### src/rtl/serial_adder_pkg.sv
//------------------------------------------------------------------------------
// Module   : serial_adder_pkg
// Brief    : Shared types and constants for the bit-serial adder.
//            State encoding and the reset value of the result register.
// Revision : 1.0 - initial release
//------------------------------------------------------------------------------
`default_nettype none

package serial_adder_pkg;

    // FSM state encoding
    typedef logic [1:0] state_t;

    localparam state_t ST_IDLE  = 2'd0;
    localparam state_t ST_SHIFT = 2'd1;
    localparam state_t ST_DONE  = 2'd2;

    // Every bit of the result/sum registers resets to this value
    localparam logic C_RESULT_RST_BIT = 1'b0;

endpackage : serial_adder_pkg

`default_nettype wire

### src/rtl/serial_adder_full_adder.sv
//------------------------------------------------------------------------------
// Module   : half_adder, full_adder
// Brief    : Combinational adder cells used by serial_adder.
//            full_adder = two half_adder cells plus an OR on the carries.
// Revision : 1.0 - initial release
//------------------------------------------------------------------------------
`default_nettype none

module half_adder (
    input  logic i_a,
    input  logic i_b,
    output logic o_sum,
    output logic o_carry
);

    assign o_sum   = i_a ^ i_b;
    assign o_carry = i_a & i_b;

endmodule : half_adder

module full_adder (
    input  logic a,
    input  logic b,
    input  logic cin,
    output logic sum,
    output logic cout
);

    logic w_s0;
    logic w_c0;
    logic w_c1;

    // First cell adds the operand bits
    half_adder u_ha0 (
        .i_a     (a),
        .i_b     (b),
        .o_sum   (w_s0),
        .o_carry (w_c0)
    );

    // Second cell folds in the incoming carry
    half_adder u_ha1 (
        .i_a     (w_s0),
        .i_b     (cin),
        .o_sum   (sum),
        .o_carry (w_c1)
    );

    // At most one of the two cells can generate a carry, so OR is exact
    assign cout = w_c0 | w_c1;

endmodule : full_adder

`default_nettype wire

### src/rtl/serial_adder.sv
//------------------------------------------------------------------------------
// Module   : serial_adder
// Brief    : Bit-serial WIDTH-bit adder, LSB first, one bit per clock.
//            Operands load on an accepted start, the result and final carry
//            are presented with a one-cycle done pulse.
//            Optional macro SERIAL_ADDER_SUB_EN adds a 'sub' input that turns
//            the operation into a - b (carry_out = 1 means no borrow).
// Revision : 1.0 - initial release
//------------------------------------------------------------------------------
`default_nettype none

module serial_adder
    import serial_adder_pkg::*;
#(
    parameter int WIDTH = 8
) (
    input  logic             clk,
    input  logic             rst_n,
    input  logic             start,
    input  logic [WIDTH-1:0] a,
    input  logic [WIDTH-1:0] b,
`ifdef SERIAL_ADDER_SUB_EN
    input  logic             sub,
`endif
    output logic             busy,
    output logic             done,
    output logic [WIDTH-1:0] sum,
    output logic             carry_out
);

    localparam int CNT_W = $clog2(WIDTH + 1);

    state_t           r_state;
    logic [WIDTH-1:0] r_a_sh;
    logic [WIDTH-1:0] r_b_sh;
    logic [WIDTH-1:0] r_result;
    logic             r_carry;
    logic [CNT_W-1:0] r_count;
    logic [WIDTH-1:0] r_sum;
    logic             r_carry_out;

    logic             w_bit_sum;
    logic             w_bit_carry;
    logic [WIDTH-1:0] w_result_next;
    logic [WIDTH-1:0] w_load_b;
    logic             w_load_carry;
    logic             w_last_bit;

    // Subtraction is a + ~b + 1: invert b and seed the carry with 1
`ifdef SERIAL_ADDER_SUB_EN
    assign w_load_b     = sub ? ~b : b;
    assign w_load_carry = sub;
`else
    assign w_load_b     = b;
    assign w_load_carry = 1'b0;
`endif

    // Single full-adder cell consumes the current LSBs and the carry flop
    full_adder u_fa (
        .a    (r_a_sh[0]),
        .b    (r_b_sh[0]),
        .cin  (r_carry),
        .sum  (w_bit_sum),
        .cout (w_bit_carry)
    );

    assign w_result_next = {w_bit_sum, r_result[WIDTH-1:1]};
    assign w_last_bit    = (r_count == CNT_W'(WIDTH - 1));

    // FSM, shift registers, counter, carry flop and held outputs
    always_ff @(posedge clk or negedge rst_n) begin
        if (!rst_n) begin
            r_state     <= ST_IDLE;
            r_a_sh      <= '0;
            r_b_sh      <= '0;
            r_result    <= {WIDTH{C_RESULT_RST_BIT}};
            r_carry     <= 1'b0;
            r_count     <= '0;
            r_sum       <= {WIDTH{C_RESULT_RST_BIT}};
            r_carry_out <= 1'b0;
        end else begin
            case (r_state)
                ST_IDLE: begin
                    if (start) begin
                        r_a_sh  <= a;
                        r_b_sh  <= w_load_b;
                        r_carry <= w_load_carry;
                        r_count <= '0;
                        r_state <= ST_SHIFT;
                    end
                end
                ST_SHIFT: begin
                    r_a_sh   <= {1'b0, r_a_sh[WIDTH-1:1]};
                    r_b_sh   <= {1'b0, r_b_sh[WIDTH-1:1]};
                    r_result <= w_result_next;
                    r_carry  <= w_bit_carry;
                    r_count  <= r_count + CNT_W'(1);
                    if (w_last_bit) begin
                        // Outputs update only here, so they stay put in IDLE
                        r_sum       <= w_result_next;
                        r_carry_out <= w_bit_carry;
                        r_state     <= ST_DONE;
                    end
                end
                ST_DONE: begin
                    r_state <= ST_IDLE;
                end
                default: begin
                    r_state <= ST_IDLE;
                end
            endcase
        end
    end

    assign busy      = (r_state == ST_SHIFT);
    assign done      = (r_state == ST_DONE);
    assign sum       = r_sum;
    assign carry_out = r_carry_out;

endmodule : serial_adder

`default_nettype wire

### config.mk
export PLATFORM = sky130hd
export DESIGN_NAME = serial_adder
export DESIGN_NICKNAME = d
export VERILOG_FILES = /design/src/rtl/serial_adder_pkg.sv /design/src/rtl/serial_adder_full_adder.sv /design/src/rtl/serial_adder.sv
export SDC_FILE = /design/constraint.sdc
export NUM_CORES = 1
export LEC_CHECK = 0
export BUFFER_PORTS_ARGS = -buffer_cell sky130_fd_sc_hd__buf_2
export CAP_MARGIN = 20
export CORE_MARGIN = 2
export CORE_UTILIZATION = 30
export CTS_CLUSTER_DIAMETER = 50
export DETAILED_ROUTE_END_ITERATION = 8
export SLEW_MARGIN = 40
export SYNTH_ARGS = -nofsm -noshare
export SYNTH_HDL_FRONTEND = slang
export SYNTH_SLANG_ARGS = --single-unit
### constraint.sdc
create_clock -name clk -period 1.8 [get_ports clk]
set_input_delay 0.36 -clock clk [delete_from_list [all_inputs] [get_ports clk]]
set_output_delay 0.36 -clock clk [all_outputs]
set_load 0.03 [all_outputs]
== After elaboration in Yosys (flattened, before gate mapping) ==
Cells that the tools add are included.

* Bitwise operators: 5
* Equality and inequality tests: 5
* Add/subtract/negate cells: 1
* Multiplexer cells: 11
* Reductions and logical operators: 5

{| class="wikitable"
|+ Operators with widths
! cell !! count
|-
| 8-bit one-hot mux with 2 select lines || 2
|-
| 8-bit 2-to-1 mux || 2
|-
| 4-bit one-hot mux with 2 select lines || 1
|-
| 2-bit AND reduction || 3
|-
| 4-bit by 1-bit adder with 4-bit output (second input constant) || 1
|-
| 4-bit by 3-bit == test with 1-bit output (second input constant) || 1
|-
| 2-bit 2-to-1 mux || 2
|-
| 4-bit 2-to-1 mux || 1
|-
| 2-bit one-hot mux with 2 select lines || 1
|-
| 1-bit AND || 2
|-
| 2-bit by 1-bit == test with 1-bit output (second input constant) || 1
|-
| 2-bit == test (second input constant) || 1
|-
| 2-bit logical NOT || 1
|-
| 2-bit by 1-bit inequality test with 1-bit output (second input constant) || 1
|-
| 2-bit inequality test (second input constant) || 1
|-
| 1-bit one-hot mux with 2 select lines || 1
|-
| 2-bit nonzero test || 1
|-
| 1-bit bitwise XOR || 2
|-
| 1-bit 2-to-1 mux || 1
|-
| 1-bit OR || 1
|}

* Bits in registers: 40
* Word-level logic and storage cells: 35
* Input bits: 19

== Logic depth before layout (Yosys ltp) ==
* Word-level depth: 4
* Depth in mapped cells: 6
* Depth with buffers taken out: 4

== Cells and area by module ==
A second synthesis with hierarchy kept.

* Cell total of the unflattened synthesis: 167
* Area, all modules: 1760.4 µm²

{| class="wikitable"
|+ By module, submodules not included
! module !! times used !! cells each !! area an instance (µm²) !! sequential area each (µm²)
|-
| serial_adder || 1 || 164 || 1729.2 || 975.9
|-
| half_adder || 2 || 1 || 12.5 || 0.0
|-
| full_adder || 1 || 1 || 6.3 || 0.0
|}

== Worst setup path before layout ==
No wires, ideal clock.

* Path kind: reg2out
* Start point: register r_state[0]
* End point: output port done
* Setup slack: 0.240 ns
* Arrival time: 1.200 ns
* Required time: 1.440 ns
* Stages on the path, launching flop included: 4
* Buffers on the path: 2
* Path through: dfrtp_1 > buf_2 > buf_2 > nor2_1

* Word-level cells in the longest chain between the ends: 1

{| class="wikitable"
|+ Ends and longest elaborated chain
! what !! line !! RTL
|-
| from (decl) || serial_adder.sv:33 || <nowiki>state_t r_state;</nowiki>
|-
| from (signal assigned) || serial_adder.sv:73 || <nowiki>r_state <= ST_IDLE;</nowiki>
|-
| from (signal assigned) || serial_adder.sv:89 || <nowiki>r_state <= ST_SHIFT;</nowiki>
|-
| from (signal assigned) || serial_adder.sv:102 || <nowiki>r_state <= ST_DONE;</nowiki>
|-
| 2-bit == test || serial_adder.sv:116 || <nowiki>assign done = (r_state == ST_DONE);</nowiki>
|-
| to (decl) || serial_adder.sv:26 || <nowiki>output logic done,</nowiki>
|}

No other way between the ends.

== Worst setup path in the final report ==
* Start point: register r_state[1]
* End point: output port done

Same word-level chain as after synthesis.

==> qor.log <==
INFO  global_routing first_global_vias=1165
INFO  detailed_routing drt.antenna.violating_nets=0
INFO  synth          synth-compound-area-share=14.02%
INFO  sta            crit_share_post_route=89.78%
INFO  synth          ys_types=25
INFO  synth          synth_top_family_by_area=simple AND/OR/NAND/NOR gates
INFO  worst_setup_path cp_data_required_time=1.44ns
INFO  synth          synthesis.instances=152
INFO  synth          synth-xor-area-share=0%
INFO  detailed_routing detail_route.wirelength=3.171mm
INFO  synth          post_synth_fa_ha_maj_area_fraction=1.959%
INFO  worst_setup_path cp_startpoint_kind=register
INFO  sta            setup_viol=0
INFO  worst_setup_path cell_at_the_slowest_stage_of_the_critical_path=dfrtp_1
INFO  power          power_switching=1.356mW
INFO  synth          muxShareOfSynthArea=6.782%
INFO  run            max-cap-violations=0
INFO  placed_design  placedInstanceArea=1903µm²
INFO  detailed_routing drtIter0Drc=115
INFO  finish         stdcell_count=260
INFO  detailed_routing route.detailed.drc=0
INFO  worst_setup_path worst_path_dominant_cell_family=buffers and inverters
INFO  floorplanning  io_pins=30
INFO  placed_design  numPortBuffers=29
INFO  worst_setup_path crit_fanout=18
INFO  sta            max_slew.worst_pin.slew=0.5309ns
INFO  cts            cts_tree=done
INFO  power          static-leakage-power=0.9694nW
INFO  power          seqPwrFrac=41.3%
INFO  cts            cts_hold_buffers_added=0
INFO  cts            ctsLongestPathBuffers=2
INFO  detailed_routing drtPass1Iterations=4
INFO  global_routing grt_overflow_total=0
INFO  sta            grt_setup_unrepaired=no
INFO  placed_design  finalWeightedCongestion=0.7427
INFO  sta            slew_violations=0
INFO  floorplanning  site_rows=27
INFO  outcome        outcome=finished clean
INFO  power          combinationalPowerShare=38.0%
INFO  placed_design  hpwl=2.143mm
INFO  worst_setup_path cp.buffers_inverters=3
INFO  floorplanning  start_util=30.53%
INFO  cts            worst_setup_hold_path_clk_slew=0.08ns
INFO  synth          syn_nets=173
INFO  synth          average_size_of_a_mapped_cell=10.92µm²
INFO  power          power.density=1763nW/µm²
INFO  floorplanning  core_region_area=5439µm²
INFO  cts            cts-root-buf=clkbuf_8
INFO  global_routing number_of_antenna_violations_at_the_first_check_in_global_routing=0
INFO  power          switching_share=38.13%
INFO  finish         post-route-cell-area=2018µm²
INFO  cts            ctsHtreeMaxLevel=2
INFO  synth          yosys_warnings=0
INFO  global_routing global_route_wire_length_before_repair=5.582mm
INFO  cts            clk-insertion-delay-late=0.30ns
INFO  detailed_routing drt-wirelength-per-cell=12.20µm
INFO  worst_setup_path critPathKind=reg -> out
INFO  detailed_routing vias_cell=4.685
INFO  floorplanning  die_height=78.40µm
INFO  sta            maxClockFrequency=618.8MHz
INFO  global_routing largest_net_degree_at_the_start_of_global_routing=40
INFO  sta            finalSetupTns=0ns
INFO  finish         numnets_final=208
INFO  floorplanning  die-width=78.40µm
INFO  synth          ys_seq_elements=39
INFO  finish         share_of_final_layout_standard_cells_stronger_than_drive_strength_1=30.32%
INFO  cts            setup_fix_bufs_post_cts=0
INFO  worst_setup_path worst-endpoint-arrival=1.26ns
INFO  synth          netlist_area=1660µm²
INFO  sta            timing.clock.skew=0.009276ns
INFO  cts            clock_sink_count=39
INFO  floorplanning  design.die.area=6146µm²
INFO  sta            finalCriticalPeriod=1.616ns
INFO  worst_setup_path setup.worst_path.end_class=primary output
INFO  power          share_of_power_burned_in_the_clock_network=20.7%
INFO  finish         num_antenna_cells=0
INFO  power          power.internal=2.201mW
INFO  power          power.ir.vdd_worst=501.8µV
INFO  detailed_routing dr_total_vias=1218
INFO  finish         syn2layout_area_growth=21.55%
INFO  synth          synth_simple_gate_area_share=15.30%
INFO  synth          share_of_the_yosys_chip_area_belonging_to_registers=58.78%
INFO  cts            tritoncts.num_buffers=5
INFO  sta            hold_viol=0
INFO  worst_setup_path max_stage_delay=0.36ns
INFO  cts            post_cts_resize_count=0
INFO  worst_setup_path timing.critical_path.cells=buf_4 -> inv_1 -> nor2_1 -> buf_2
INFO  power          finalPower=3.557mW
INFO  global_routing grt_util_all_layers=11.65%
INFO  sta            worst_slew_margin_rel=64.54%
INFO  min_path       holdCritPathClass=in -> async
INFO  placed_design  dpl.cell_count=252
-- registers in the layout (all words and copies together), names as in the netlist --
| name | flops |
|---|---|
| r_count | 4 |
| r_state | 2 |
| r_result | 7 |
| r_carry | 1 |
| r_a_sh | 8 |
| carry_out | 1 |
| r_b_sh | 8 |
| sum | 8 |
-- power groups by stage --
stage                     Clock [mW]  Sequential [mW]  Combinational, mW
after floorplan                    0             1.60              0.851
after global placement             0             1.48               1.35
after detailed placement           0             1.48               1.37
after CTS                      0.761             1.47               1.38
after global routing           0.790             1.52               1.53
final                          0.735             1.47               1.35
-- kinds of logic after synthesis --
family | after synthesis
buffers and inverters | 10
AOI/OAI and AO/OA | 37
adders and majority gates | 2
DFF | 39
and+or+nand+nor | 54
muxes | 10
-- synthesized netlist by cell type, drive strengths merged --
| cell type | number | share of area [%] |
|---|---|---|
| inv | 1 | 0.23 |
| mux2 | 10 | 6.8 |
| clkbuf | 3 | 0.68 |
| nor2b | 3 | 1.1 |
| a32o | 1 | 0.60 |
| a22oi | 11 | 5.0 |
| and3b | 3 | 1.6 |
| nand3 | 3 | 0.90 |
| fa | 1 | 1.2 |
| o21bai | 1 | 0.45 |
| a31oi | 1 | 0.38 |
| nand2 | 39 | 8.8 |
| a22o | 3 | 1.6 |
| clkinv | 1 | 0.23 |
| dfrtp | 39 | 59 |
| o21ai | 16 | 4.8 |
| nor3 | 1 | 0.98 |
| or3 | 1 | 0.38 |
| buf | 5 | 2.0 |
| nand2b | 1 | 0.83 |
| ha | 1 | 0.75 |
| nor2 | 3 | 0.68 |
| a21oi | 4 | 1.2 |
-- per-stage QoR --
| step | hold slack [ns] | setup slack, ns | utilization, % |
|---|---|---|---|
| floorplan | 0.06441 | 0.2396 | - |
| global placement | 0.4433 | 0.1912 | 34.99 |
| detailed placement | 0.4438 | 0.1261 | 34.99 |
| CTS | 0.1170 | 0.1718 | 37.06 |
| global route | 0.1423 | 0.06152 | 37.11 |
| finish | 0.1040 | 0.1839 | 37.11 |
-- layout make-up --
cell class	count	area, µm²
fillers	538	3421
flip-flops and latches	39	975.9
multi-input cells	103	634.4
repair buffers	36	197.7
well taps	72	90.09
clock buffers	5	68.82
clock inverters	3	43.79
inverters	2	7.507
-- cells in the final DEF (no fill, tap or decap) --
cell / instances
nand3_1: 3
a31oi_1: 1
mux2_2: 10
a21oi_1: 4
a22o_1: 3
nand2_1: 39
o21bai_1: 1
ha_1: 1
nor2b_1: 2
clkinv_1: 1
clkbuf_8: 5
nor3_4: 1
clkinv_2: 1
dfrtp_1: 39
bufinv_16: 1
buf_4: 7
fa_1: 1
inv_1: 1
clkinv_4: 1
or3_1: 1
nor2_1: 3
nor2b_2: 1
a22oi_1: 11
nand2b_4: 1
o21ai_0: 16
buf_2: 29
a32o_1: 1
and3b_1: 3
-- layer usage --
metal  vias to the layer above  part of all wire (%)  GRT usage (%)
met3                         5                   3.2          3.563
met1                       596                    49          16.15
met2                        18                    45          16.98
met5                         -                     0              0
met4                         0                   2.0          4.737
li1                        599                     -              -
-- final timing paths --
kind                                  start          end  slack (ns)  depth (start not counted)
max in group asynchronous             rst_n    r_a_sh[7]        1.35                          2
min in group clk                       a[6]    r_a_sh[6]        0.36                          3
worst max register to register   r_count[0]    carry_out        0.20                          4
worst max-delay path             r_state[1]         done        0.18                          4
worst min-delay path                  rst_n       sum[2]        0.10                          2
worst min register to register  r_result[1]  r_result[1]        0.48                          2
Note: power is estimated with default switching activity, not from simulation.
